**src/rtl/ysyx_23060124_mem_arbiter_pkg.sv**
```systemverilog
// Shared types and constants for the IFU/LSU memory arbiter.
// Optional feature: YSYX_23060124_ARB_RR_EN selects round-robin arbitration.
package ysyx_23060124_mem_arbiter_pkg;

  localparam int unsigned ysyx_23060124_ISA_WIDTH = 32;
  localparam int unsigned STRB_WIDTH              = 4;

  // Bit positions inside the one-hot grant vector
  localparam int unsigned GNT_LSU = 0;
  localparam int unsigned GNT_IFU = 1;

  typedef enum logic [1:0] {
    ST_IDLE = 2'd0,
    ST_REQ  = 2'd1,
    ST_RESP = 2'd2
  } arb_state_e;

  typedef enum logic {
    OWN_LSU = 1'b0,
    OWN_IFU = 1'b1
  } arb_owner_e;

  typedef struct packed {
    logic [ysyx_23060124_ISA_WIDTH-1:0] addr;
    logic [ysyx_23060124_ISA_WIDTH-1:0] wdata;
    logic                               wen;
    logic [STRB_WIDTH-1:0]              wstrb;
  } mem_req_t;

  function automatic arb_owner_e grant_owner(input logic [1:0] grant);
    return grant[GNT_IFU] ? OWN_IFU : OWN_LSU;
  endfunction

endpackage

```
**src/rtl/ysyx_23060124_mem_arbiter_if.sv**
```systemverilog
// IFU, LSU and shared-memory handshake bundle; master is the arbiter's view.
interface ysyx_23060124_mem_arbiter_if;
  import ysyx_23060124_mem_arbiter_pkg::*;

  logic                               ifu_req_valid;
  logic                               ifu_req_ready;
  logic [ysyx_23060124_ISA_WIDTH-1:0] ifu_addr;
  logic                               ifu_resp_valid;
  logic [ysyx_23060124_ISA_WIDTH-1:0] ifu_rdata;

  logic                               lsu_req_valid;
  logic                               lsu_req_ready;
  logic [ysyx_23060124_ISA_WIDTH-1:0] lsu_addr;
  logic                               lsu_wen;
  logic [ysyx_23060124_ISA_WIDTH-1:0] lsu_wdata;
  logic [STRB_WIDTH-1:0]              lsu_wstrb;
  logic                               lsu_resp_valid;
  logic [ysyx_23060124_ISA_WIDTH-1:0] lsu_rdata;

  logic                               mem_req_valid;
  logic                               mem_req_ready;
  logic [ysyx_23060124_ISA_WIDTH-1:0] mem_addr;
  logic [ysyx_23060124_ISA_WIDTH-1:0] mem_wdata;
  logic                               mem_wen;
  logic [STRB_WIDTH-1:0]              mem_wstrb;
  logic                               mem_resp_valid;
  logic [ysyx_23060124_ISA_WIDTH-1:0] mem_rdata;

  modport master (
    input  ifu_req_valid, ifu_addr,
    input  lsu_req_valid, lsu_addr, lsu_wen, lsu_wdata, lsu_wstrb,
    input  mem_req_ready, mem_resp_valid, mem_rdata,
    output ifu_req_ready, ifu_resp_valid, ifu_rdata,
    output lsu_req_ready, lsu_resp_valid, lsu_rdata,
    output mem_req_valid, mem_addr, mem_wdata, mem_wen, mem_wstrb
  );

  modport slave (
    output ifu_req_valid, ifu_addr,
    output lsu_req_valid, lsu_addr, lsu_wen, lsu_wdata, lsu_wstrb,
    output mem_req_ready, mem_resp_valid, mem_rdata,
    input  ifu_req_ready, ifu_resp_valid, ifu_rdata,
    input  lsu_req_ready, lsu_resp_valid, lsu_rdata,
    input  mem_req_valid, mem_addr, mem_wdata, mem_wen, mem_wstrb
  );

endinterface

```
**src/rtl/ysyx_23060124_mem_arbiter_pick.sv**
```systemverilog
// Winner selection between IFU and LSU; one-hot grant, zero when nobody is valid.
// YSYX_23060124_ARB_RR_EN: ties go to the requester not granted last.
module ysyx_23060124_arb_pick
  import ysyx_23060124_mem_arbiter_pkg::*;
(
  input  logic       ifu_valid_i,
  input  logic       lsu_valid_i,
  input  arb_owner_e last_grant_i,
  output logic [1:0] grant_o
);

`ifdef YSYX_23060124_ARB_RR_EN
  always_comb begin
    grant_o = 2'b00;
    if (ifu_valid_i && lsu_valid_i) begin
      grant_o[GNT_IFU] = (last_grant_i == OWN_LSU);
      grant_o[GNT_LSU] = (last_grant_i == OWN_IFU);
    end else begin
      grant_o[GNT_IFU] = ifu_valid_i;
      grant_o[GNT_LSU] = lsu_valid_i;
    end
  end
`else
  // Fixed priority: the last-grant input carries no information here
  logic unused_last_grant;
  assign unused_last_grant = last_grant_i;

  always_comb begin
    grant_o          = 2'b00;
    grant_o[GNT_LSU] = lsu_valid_i;
    grant_o[GNT_IFU] = ifu_valid_i && !lsu_valid_i;
  end
`endif

endmodule

```
**src/rtl/ysyx_23060124_mem_arbiter.sv**
```systemverilog
// Two-client (IFU/LSU) arbiter onto one memory port, one outstanding transaction.
// YSYX_23060124_ARB_RR_EN: round-robin on ties instead of LSU fixed priority.
module ysyx_23060124_mem_arbiter
  import ysyx_23060124_mem_arbiter_pkg::*;
(
  input  logic                          clk,
  input  logic                          i_rst_n,
  ysyx_23060124_mem_arbiter_if.master   bus
);

  arb_state_e state_q, state_d;
  arb_owner_e owner_q, owner_d;
  mem_req_t   pay_q, pay_d;
  mem_req_t   win_pay;
  arb_owner_e win_owner;
  arb_owner_e last_grant;
  arb_owner_e accept_owner;
  logic       accept;
  logic [1:0] grant;

`ifdef YSYX_23060124_ARB_RR_EN
  arb_owner_e last_q, last_d;
  assign last_grant = last_q;
`else
  assign last_grant = OWN_LSU;
`endif

  ysyx_23060124_arb_pick u_pick (
    .ifu_valid_i  (bus.ifu_req_valid),
    .lsu_valid_i  (bus.lsu_req_valid),
    .last_grant_i (last_grant),
    .grant_o      (grant)
  );

  assign win_owner = grant_owner(grant);

  // Fetches never write, so their write fields are forced to zero
  always_comb begin
    win_pay = '0;
    if (win_owner == OWN_IFU) begin
      win_pay.addr = bus.ifu_addr;
    end else begin
      win_pay.addr  = bus.lsu_addr;
      win_pay.wdata = bus.lsu_wdata;
      win_pay.wen   = bus.lsu_wen;
      win_pay.wstrb = bus.lsu_wstrb;
    end
  end

  always_comb begin
    state_d      = state_q;
    owner_d      = owner_q;
    pay_d        = pay_q;
`ifdef YSYX_23060124_ARB_RR_EN
    last_d       = last_q;
`endif
    accept       = 1'b0;
    accept_owner = owner_q;

    bus.mem_req_valid  = 1'b0;
    bus.mem_addr       = '0;
    bus.mem_wdata      = '0;
    bus.mem_wen        = 1'b0;
    bus.mem_wstrb      = '0;
    bus.ifu_req_ready  = 1'b0;
    bus.lsu_req_ready  = 1'b0;
    bus.ifu_resp_valid = 1'b0;
    bus.lsu_resp_valid = 1'b0;
    bus.ifu_rdata      = '0;
    bus.lsu_rdata      = '0;

    unique case (state_q)
      ST_IDLE: begin
        if (|grant) begin
          bus.mem_req_valid = 1'b1;
          {bus.mem_addr, bus.mem_wdata, bus.mem_wen, bus.mem_wstrb} = win_pay;
          owner_d = win_owner;
          pay_d   = win_pay;
          if (bus.mem_req_ready) begin
            accept       = 1'b1;
            accept_owner = win_owner;
            state_d      = ST_RESP;
          end else begin
            state_d = ST_REQ;
          end
        end
      end
      ST_REQ: begin
        bus.mem_req_valid = 1'b1;
        {bus.mem_addr, bus.mem_wdata, bus.mem_wen, bus.mem_wstrb} = pay_q;
        if (bus.mem_req_ready) begin
          accept  = 1'b1;
          state_d = ST_RESP;
        end
      end
      ST_RESP: begin
        if (bus.mem_resp_valid) begin
          state_d = ST_IDLE;
          if (owner_q == OWN_IFU) begin
            bus.ifu_resp_valid = 1'b1;
            bus.ifu_rdata      = bus.mem_rdata;
          end else begin
            // A store ack carries no load data
            bus.lsu_resp_valid = 1'b1;
            bus.lsu_rdata      = pay_q.wen ? '0 : bus.mem_rdata;
          end
        end
      end
      default: state_d = ST_IDLE;
    endcase

    if (accept) begin
      bus.ifu_req_ready = (accept_owner == OWN_IFU);
      bus.lsu_req_ready = (accept_owner == OWN_LSU);
`ifdef YSYX_23060124_ARB_RR_EN
      last_d = accept_owner;
`endif
    end

    // Outputs stay quiet for the whole reset window
    if (!i_rst_n) begin
      bus.mem_req_valid  = 1'b0;
      bus.mem_addr       = '0;
      bus.mem_wdata      = '0;
      bus.mem_wen        = 1'b0;
      bus.mem_wstrb      = '0;
      bus.ifu_req_ready  = 1'b0;
      bus.lsu_req_ready  = 1'b0;
      bus.ifu_resp_valid = 1'b0;
      bus.lsu_resp_valid = 1'b0;
      bus.ifu_rdata      = '0;
      bus.lsu_rdata      = '0;
    end
  end

  always_ff @(posedge clk) begin
    if (!i_rst_n) begin
      state_q <= ST_IDLE;
      owner_q <= OWN_LSU;
      pay_q   <= '0;
`ifdef YSYX_23060124_ARB_RR_EN
      last_q  <= OWN_LSU;
`endif
    end else begin
      state_q <= state_d;
      owner_q <= owner_d;
      pay_q   <= pay_d;
`ifdef YSYX_23060124_ARB_RR_EN
      last_q  <= last_d;
`endif
    end
  end

endmodule

```
**src/flat_wrapper.sv**
```systemverilog
// flat-port wrapper written by rule: the top's interface ports become plain ports
module ysyx_23060124_mem_arbiter_flat import ysyx_23060124_mem_arbiter_pkg::*;
  (clk, i_rst_n, bus_ifu_req_valid, bus_ifu_addr, bus_lsu_req_valid, bus_lsu_addr, bus_lsu_wen, bus_lsu_wdata, bus_lsu_wstrb, bus_mem_req_ready, bus_mem_resp_valid, bus_mem_rdata, bus_ifu_req_ready, bus_ifu_resp_valid, bus_ifu_rdata, bus_lsu_req_ready, bus_lsu_resp_valid, bus_lsu_rdata, bus_mem_req_valid, bus_mem_addr, bus_mem_wdata, bus_mem_wen, bus_mem_wstrb);
  ysyx_23060124_mem_arbiter_if bus_i ();
  input  logic clk;
  input  logic i_rst_n;
  input wire logic [$bits(bus_i.ifu_req_valid)-1:0] bus_ifu_req_valid;
  input wire logic [$bits(bus_i.ifu_addr)-1:0] bus_ifu_addr;
  input wire logic [$bits(bus_i.lsu_req_valid)-1:0] bus_lsu_req_valid;
  input wire logic [$bits(bus_i.lsu_addr)-1:0] bus_lsu_addr;
  input wire logic [$bits(bus_i.lsu_wen)-1:0] bus_lsu_wen;
  input wire logic [$bits(bus_i.lsu_wdata)-1:0] bus_lsu_wdata;
  input wire logic [$bits(bus_i.lsu_wstrb)-1:0] bus_lsu_wstrb;
  input wire logic [$bits(bus_i.mem_req_ready)-1:0] bus_mem_req_ready;
  input wire logic [$bits(bus_i.mem_resp_valid)-1:0] bus_mem_resp_valid;
  input wire logic [$bits(bus_i.mem_rdata)-1:0] bus_mem_rdata;
  output wire logic [$bits(bus_i.ifu_req_ready)-1:0] bus_ifu_req_ready;
  output wire logic [$bits(bus_i.ifu_resp_valid)-1:0] bus_ifu_resp_valid;
  output wire logic [$bits(bus_i.ifu_rdata)-1:0] bus_ifu_rdata;
  output wire logic [$bits(bus_i.lsu_req_ready)-1:0] bus_lsu_req_ready;
  output wire logic [$bits(bus_i.lsu_resp_valid)-1:0] bus_lsu_resp_valid;
  output wire logic [$bits(bus_i.lsu_rdata)-1:0] bus_lsu_rdata;
  output wire logic [$bits(bus_i.mem_req_valid)-1:0] bus_mem_req_valid;
  output wire logic [$bits(bus_i.mem_addr)-1:0] bus_mem_addr;
  output wire logic [$bits(bus_i.mem_wdata)-1:0] bus_mem_wdata;
  output wire logic [$bits(bus_i.mem_wen)-1:0] bus_mem_wen;
  output wire logic [$bits(bus_i.mem_wstrb)-1:0] bus_mem_wstrb;
  assign bus_i.ifu_req_valid = bus_ifu_req_valid;
  assign bus_i.ifu_addr = bus_ifu_addr;
  assign bus_i.lsu_req_valid = bus_lsu_req_valid;
  assign bus_i.lsu_addr = bus_lsu_addr;
  assign bus_i.lsu_wen = bus_lsu_wen;
  assign bus_i.lsu_wdata = bus_lsu_wdata;
  assign bus_i.lsu_wstrb = bus_lsu_wstrb;
  assign bus_i.mem_req_ready = bus_mem_req_ready;
  assign bus_i.mem_resp_valid = bus_mem_resp_valid;
  assign bus_i.mem_rdata = bus_mem_rdata;
  assign bus_ifu_req_ready = bus_i.ifu_req_ready;
  assign bus_ifu_resp_valid = bus_i.ifu_resp_valid;
  assign bus_ifu_rdata = bus_i.ifu_rdata;
  assign bus_lsu_req_ready = bus_i.lsu_req_ready;
  assign bus_lsu_resp_valid = bus_i.lsu_resp_valid;
  assign bus_lsu_rdata = bus_i.lsu_rdata;
  assign bus_mem_req_valid = bus_i.mem_req_valid;
  assign bus_mem_addr = bus_i.mem_addr;
  assign bus_mem_wdata = bus_i.mem_wdata;
  assign bus_mem_wen = bus_i.mem_wen;
  assign bus_mem_wstrb = bus_i.mem_wstrb;
  ysyx_23060124_mem_arbiter u_core (.clk(clk), .i_rst_n(i_rst_n), .bus(bus_i));
endmodule
```
**config.mk**
```make
export PLATFORM = sky130hd
export DESIGN_NAME = ysyx_23060124_mem_arbiter_flat
export DESIGN_NICKNAME = d
export VERILOG_FILES = /design/src/rtl/ysyx_23060124_mem_arbiter_pkg.sv /design/src/rtl/ysyx_23060124_mem_arbiter_if.sv /design/src/rtl/ysyx_23060124_mem_arbiter_pick.sv /design/src/rtl/ysyx_23060124_mem_arbiter.sv /design/src/flat_wrapper.sv
export SDC_FILE = /design/constraint.sdc
export NUM_CORES = 1
export LEC_CHECK = 0
export CAP_MARGIN = 20
export CORE_MARGIN = 8
export CORE_UTILIZATION = 38
export DETAILED_ROUTE_END_ITERATION = 10
export GPL_TIMING_DRIVEN = 0
export PLACE_DENSITY = 0.9
export SYNTH_ARGS = -nofsm -noshare
export SYNTH_HDL_FRONTEND = slang
export SYNTH_HIERARCHICAL = 1
export SYNTH_SLANG_ARGS = --single-unit
export TNS_END_PERCENT = 5
```
**constraint.sdc**
```tcl
create_clock -name clk -period 2.2 [get_ports clk]
set_input_delay 0.22 -clock clk [delete_from_list [all_inputs] [get_ports clk]]
set_output_delay 0.22 -clock clk [all_outputs]
set_load 0.005 [all_outputs]
```
Word level (Yosys, flattened, before mapping):

Index checks and enable logic that the tools add are counted.

* register bits after elaboration: 72
* input port bits: 139
* output and inout bits: 138
* word-level logic and storage cells: 68

* equal/unequal tests: 5
* mux-type cells: 50
* bitwise gates (word level): 1
* reduce and logical (&&, ||, !) cells: 6

Operators with widths (count)
* two-way mux 32 bit: 14
* one-hot mux 32 bit (2 select lines): 2
* two-way mux 37 bit: 1
* two-way mux 1 bit: 22
* two-way mux 2 bit: 4
* two-way mux 4 bit: 2
* one-hot mux 4 bit (2 select lines): 1
* one-hot mux 1 bit (2 select lines): 3
* one-hot mux 2 bit (3 select lines): 1
* inequality test 2 bit (second input constant): 2
* AND reduction 3 bit: 1
* equality test 2 x 1 -> 1 bit (second input constant): 1
* equality test 2 bit (second input constant): 1
* logical NOT 2 bit: 1
* inequality test 2 x 1 -> 1 bit (second input constant): 1
* AND reduction 2 bit: 1
* OR reduction 2 bit: 1
* logical AND 1 bit: 1
* logical NOT 1 bit: 1
* inverter 1 bit: 1

Longest topological paths before layout:

* word-level depth: 9
* gate-level depth with buffers: 7
* mapped depth without buffers: 4

Hierarchy:

Netlist, hierarchy kept.

Modules (own cells, without submodules)
* ysyx_23060124_mem_arbiter: times used 1, cells each 600, area each 4433.0 um^2, seq. area each 1441.4 um^2
* ysyx_23060124_arb_pick: times used 1, cells each 2, area each 21.3 um^2, seq. area each 0.0 um^2

Worst setup path before layout:

Ideal clock, no wire load.

* path kind: register to output
* from: reg u_core.state_q[1]
* to: out bus_mem_addr[10]
* data arrival time: 1.462 ns
* data required time: 1.980 ns
* path slack: 0.518 ns
* stages on the path, launching flop included: 7
* buffers on the path: 3
* path through: dfxtp_1 buf_6 or2_4 buf_6 buf_6 or3_1 a21oi_1

* cells in the longest elaborated chain, start to end: 3
* elaborated cells between the ends (all ways): 4
* those cells by class: 1 x eq/ne; 2 x mux; 1 x reduce/logical

Ends and longest elaborated chain
* start: declaration: line ysyx_23060124_mem_arbiter.sv:11 `arb_state_e state_q, state_d;`
* start signal: assignment: line ysyx_23060124_mem_arbiter.sv:145 `state_q <= state_d;`
* equality test 2 x 1 -> 1 bit or logical NOT 2 bit (tied branches): line ysyx_23060124_mem_arbiter.sv:72 `unique case (state_q)`
* one-hot mux 32 bit (2 select lines) (*): line ysyx_23060124_mem_arbiter.sv:72
* two-way mux 32 bit (*): line ysyx_23060124_mem_arbiter.sv:121 `if (!i_rst_n) begin`
* end: declaration: line flat_wrapper.sv:24 `output wire logic [$bits(bus_i.mem_addr)-1:0] bus_mem_addr;`

Mark *: on every way between the ends. The rest lies on a longest branch, timed or not.

Worst setup path after layout:

* from: reg u_core.state_q[0]
* to: out bus_lsu_rdata[18]

* cells in the longest elaborated chain, start to end: 3

Ends and longest elaborated chain
* equality test 2 bit: line ysyx_23060124_mem_arbiter.sv:72
* two-way mux 32 bit: line ysyx_23060124_mem_arbiter.sv:72
* two-way mux 32 bit: line ysyx_23060124_mem_arbiter.sv:121
* end: declaration: line flat_wrapper.sv:22 `output wire logic [$bits(bus_i.lsu_rdata)-1:0] bus_lsu_rdata;`

No other way between the ends.

==> impl_metrics.toml <==
[logic_synthesis]
synthesis.nets = 740
avgSynthCellArea_sq_um = 7.41
syn_area_sq_um = 4450
synth-warning-count = 6
syn-instance-count = 601

[outcome]
status = "finished with violations"
violations = "negative setup slack"

[detailed_routing]
drt_iter0_drc = 416
wl_per_cell_microns = 19.1
antenna_left = 0
viasPerCell = 5.24
dr.pass1.iters = 5
drt-total-wl_mm = 20.1
drcViolationCount = 0
via_count = 5512

[power_and_ir_drop]
leakagePower_uw = 0.00346
vdd_drop_max_uv = 449
power_density_nw_per_um2 = 494

[place]
dp_slack_ns = -0.942
dp_hpwl_mm = 15.1
portBuffers = 275
globalplace.congestion = 0.860

[cts]
cts_tree = "yes"
clkLatencyLatePin_ns = 0.33
cts_sinks = 72
cts.clk_slew.worst_paths_ns = 0.06
numCtsBuffers = 9
root_buffer = "clkbuf_16"
clock_path_buffers = 2
htreeDepth = 3

[sta]
skew_ns = 0.00831
fmax_mhz = 414
setup_viol = 50
period_needed_ns = 2.42
fin_crit_sh = 1.10
maxSlewHeadroom = 0.565
fin_ws_ns = -0.217
worst_slew_pin_slew_ns = 0.653
holdWs_ns = 0.272
finalHoldViolCount = 0
drv_slew = 0
rsz0062_at_grt = "true"

[setup_path]
r2r_slack_ns = 0.57
worstReg2RegEnd = "u_core/pay_q[6]"
critPathArrivalTime_ns = 2.20
crit_path_start_kind = "register"
required_ns = 1.98
critical_path_class = "reg2out"
end_kind = "primary output"
rr_worst_depth = 5
r2r-start = "u_core/state_q[1]"
crit_fanout = 10

[die]
dieArea_sq_um = 15400
initial_core_util = 0.390
core_area_sq_um = 11400
ios = 277
num_rows = 39
die_x_microns = 124
die_h_microns = 124

[global_routing]
grt_pass1_wl_mm = 30.1
grt_max_degree = 14
antenna_found_initial = 0
track_usage = 0.238
grt_pass1_vias = 5410
grt_overflow = 0

[finish]
layout-drive-gt1-share = 0.203
layout_commonest_cell = "clkdlybuf4s50_1"
final_cell_mix = "171 x clkdlybuf4s50_1, 104 x nand2_1, 71 x dfxtp_1, 70 x o21ai_0, 64 x and2_1"
layout-area-overhead-vs-synth_pct = 78.9
diodes = 0
finalNetCount = 1042

[min_path]
whs_endpoint = "u_core/pay_q[15]"
hold_depth = 2
hp-class = "in2reg"
worst_hold_startpoint = "i_rst_n"

[flow_run]
drv_cap = 0
==> worst max-delay path, cell delays in order, from the launching register on <==
cell and delay [ns]:
dfxtp_4 0.37, nand3b_1 0.28, nor3_4 0.29, buf_4 0.22, and2_1 0.19, clkdlybuf4s50_1 0.52
==> sequential cells by signal (all words and copies together) (netlist names) <==
| register | cells |
|---|---|
| u_core/owner_q | 1 |
| u_core/state_q | 2 |
| u_core/pay_q | 69 |
==> worst max path at each step <==
stage / startpoint / to / cells past startpoint
2_1_floorplan: u_core/state_q[1] / bus_mem_addr[10] / 6
4_1_cts: bus_ifu_req_valid / bus_ifu_req_ready / 8
5_1_grt: u_core/state_q[0] / bus_lsu_rdata[18] / 5
6_report: u_core/state_q[0] / bus_lsu_rdata[18] / 5
3_5_place_dp: bus_lsu_req_valid / bus_mem_wdata[1] / 8
3_3_place_gp: bus_lsu_req_valid / bus_mem_wdata[1] / 8
==> routing by layer <==
layer	part of all wire	vias to the layer above	track usage
met5	0	-	0
met4	0.017	0	0.0546
met3	0.060	27	0.0540
met2	0.52	204	0.431
met1	0.40	2612	0.277
li1	-	2669	-
==> power by group <==
part | leakage (uW) | switching (uW) | internal [uW] | total (uW)
Clock | 0.000143 | 554 | 883 | 1440
Combinational | 0.00273 | 499 | 563 | 1060
Sequential | 0.000591 | 42.4 | 1390 | 1440
==> cell type report <==
cell class                 count  area [sq um]
buffer                        59           432
multi-input combinational    467          2940
sequential                    72          1450
inverter                       1          3.75
clock inverter                 6          68.8
fill                         996          3460
timing repair buffer         293          2670
clock buffer                  10           229
tap                          143           179
==> through the flow <==
| stage | utilization | power (uW) | setup TNS, ns | instance area, sq um | instances |
|---|---|---|---|---|---|
| global placement | 0.647 | 2430 | -70.62 | 7380 | 1019 |
| global route | 0.697 | 4120 | -12.23 | 7960 | 1051 |
| detailed placement | 0.647 | 2450 | -74.71 | 7380 | 1019 |
| CTS | 0.681 | 3910 | -8.78 | 7770 | 1045 |
| floorplan | - | 1890 | 0 | 4450 | 601 |
| finish | 0.697 | 3940 | -5.57 | 7960 | 1051 |
==> timing repair <==
| action | in CTS | in global routing |
|---|---|---|
| cloned | 1 | 1 |
| endpoints found under the setup margin | 137 | 121 |
| pin swaps | 9 | 15 |
| hold buffers | 0 | 0 |
| gates resized for setup | 276 | 121 |
| endpoints found under the hold margin | 0 | 0 |
| buffers inserted | 10 | 6 |
(Power assumes the default switching activity.)
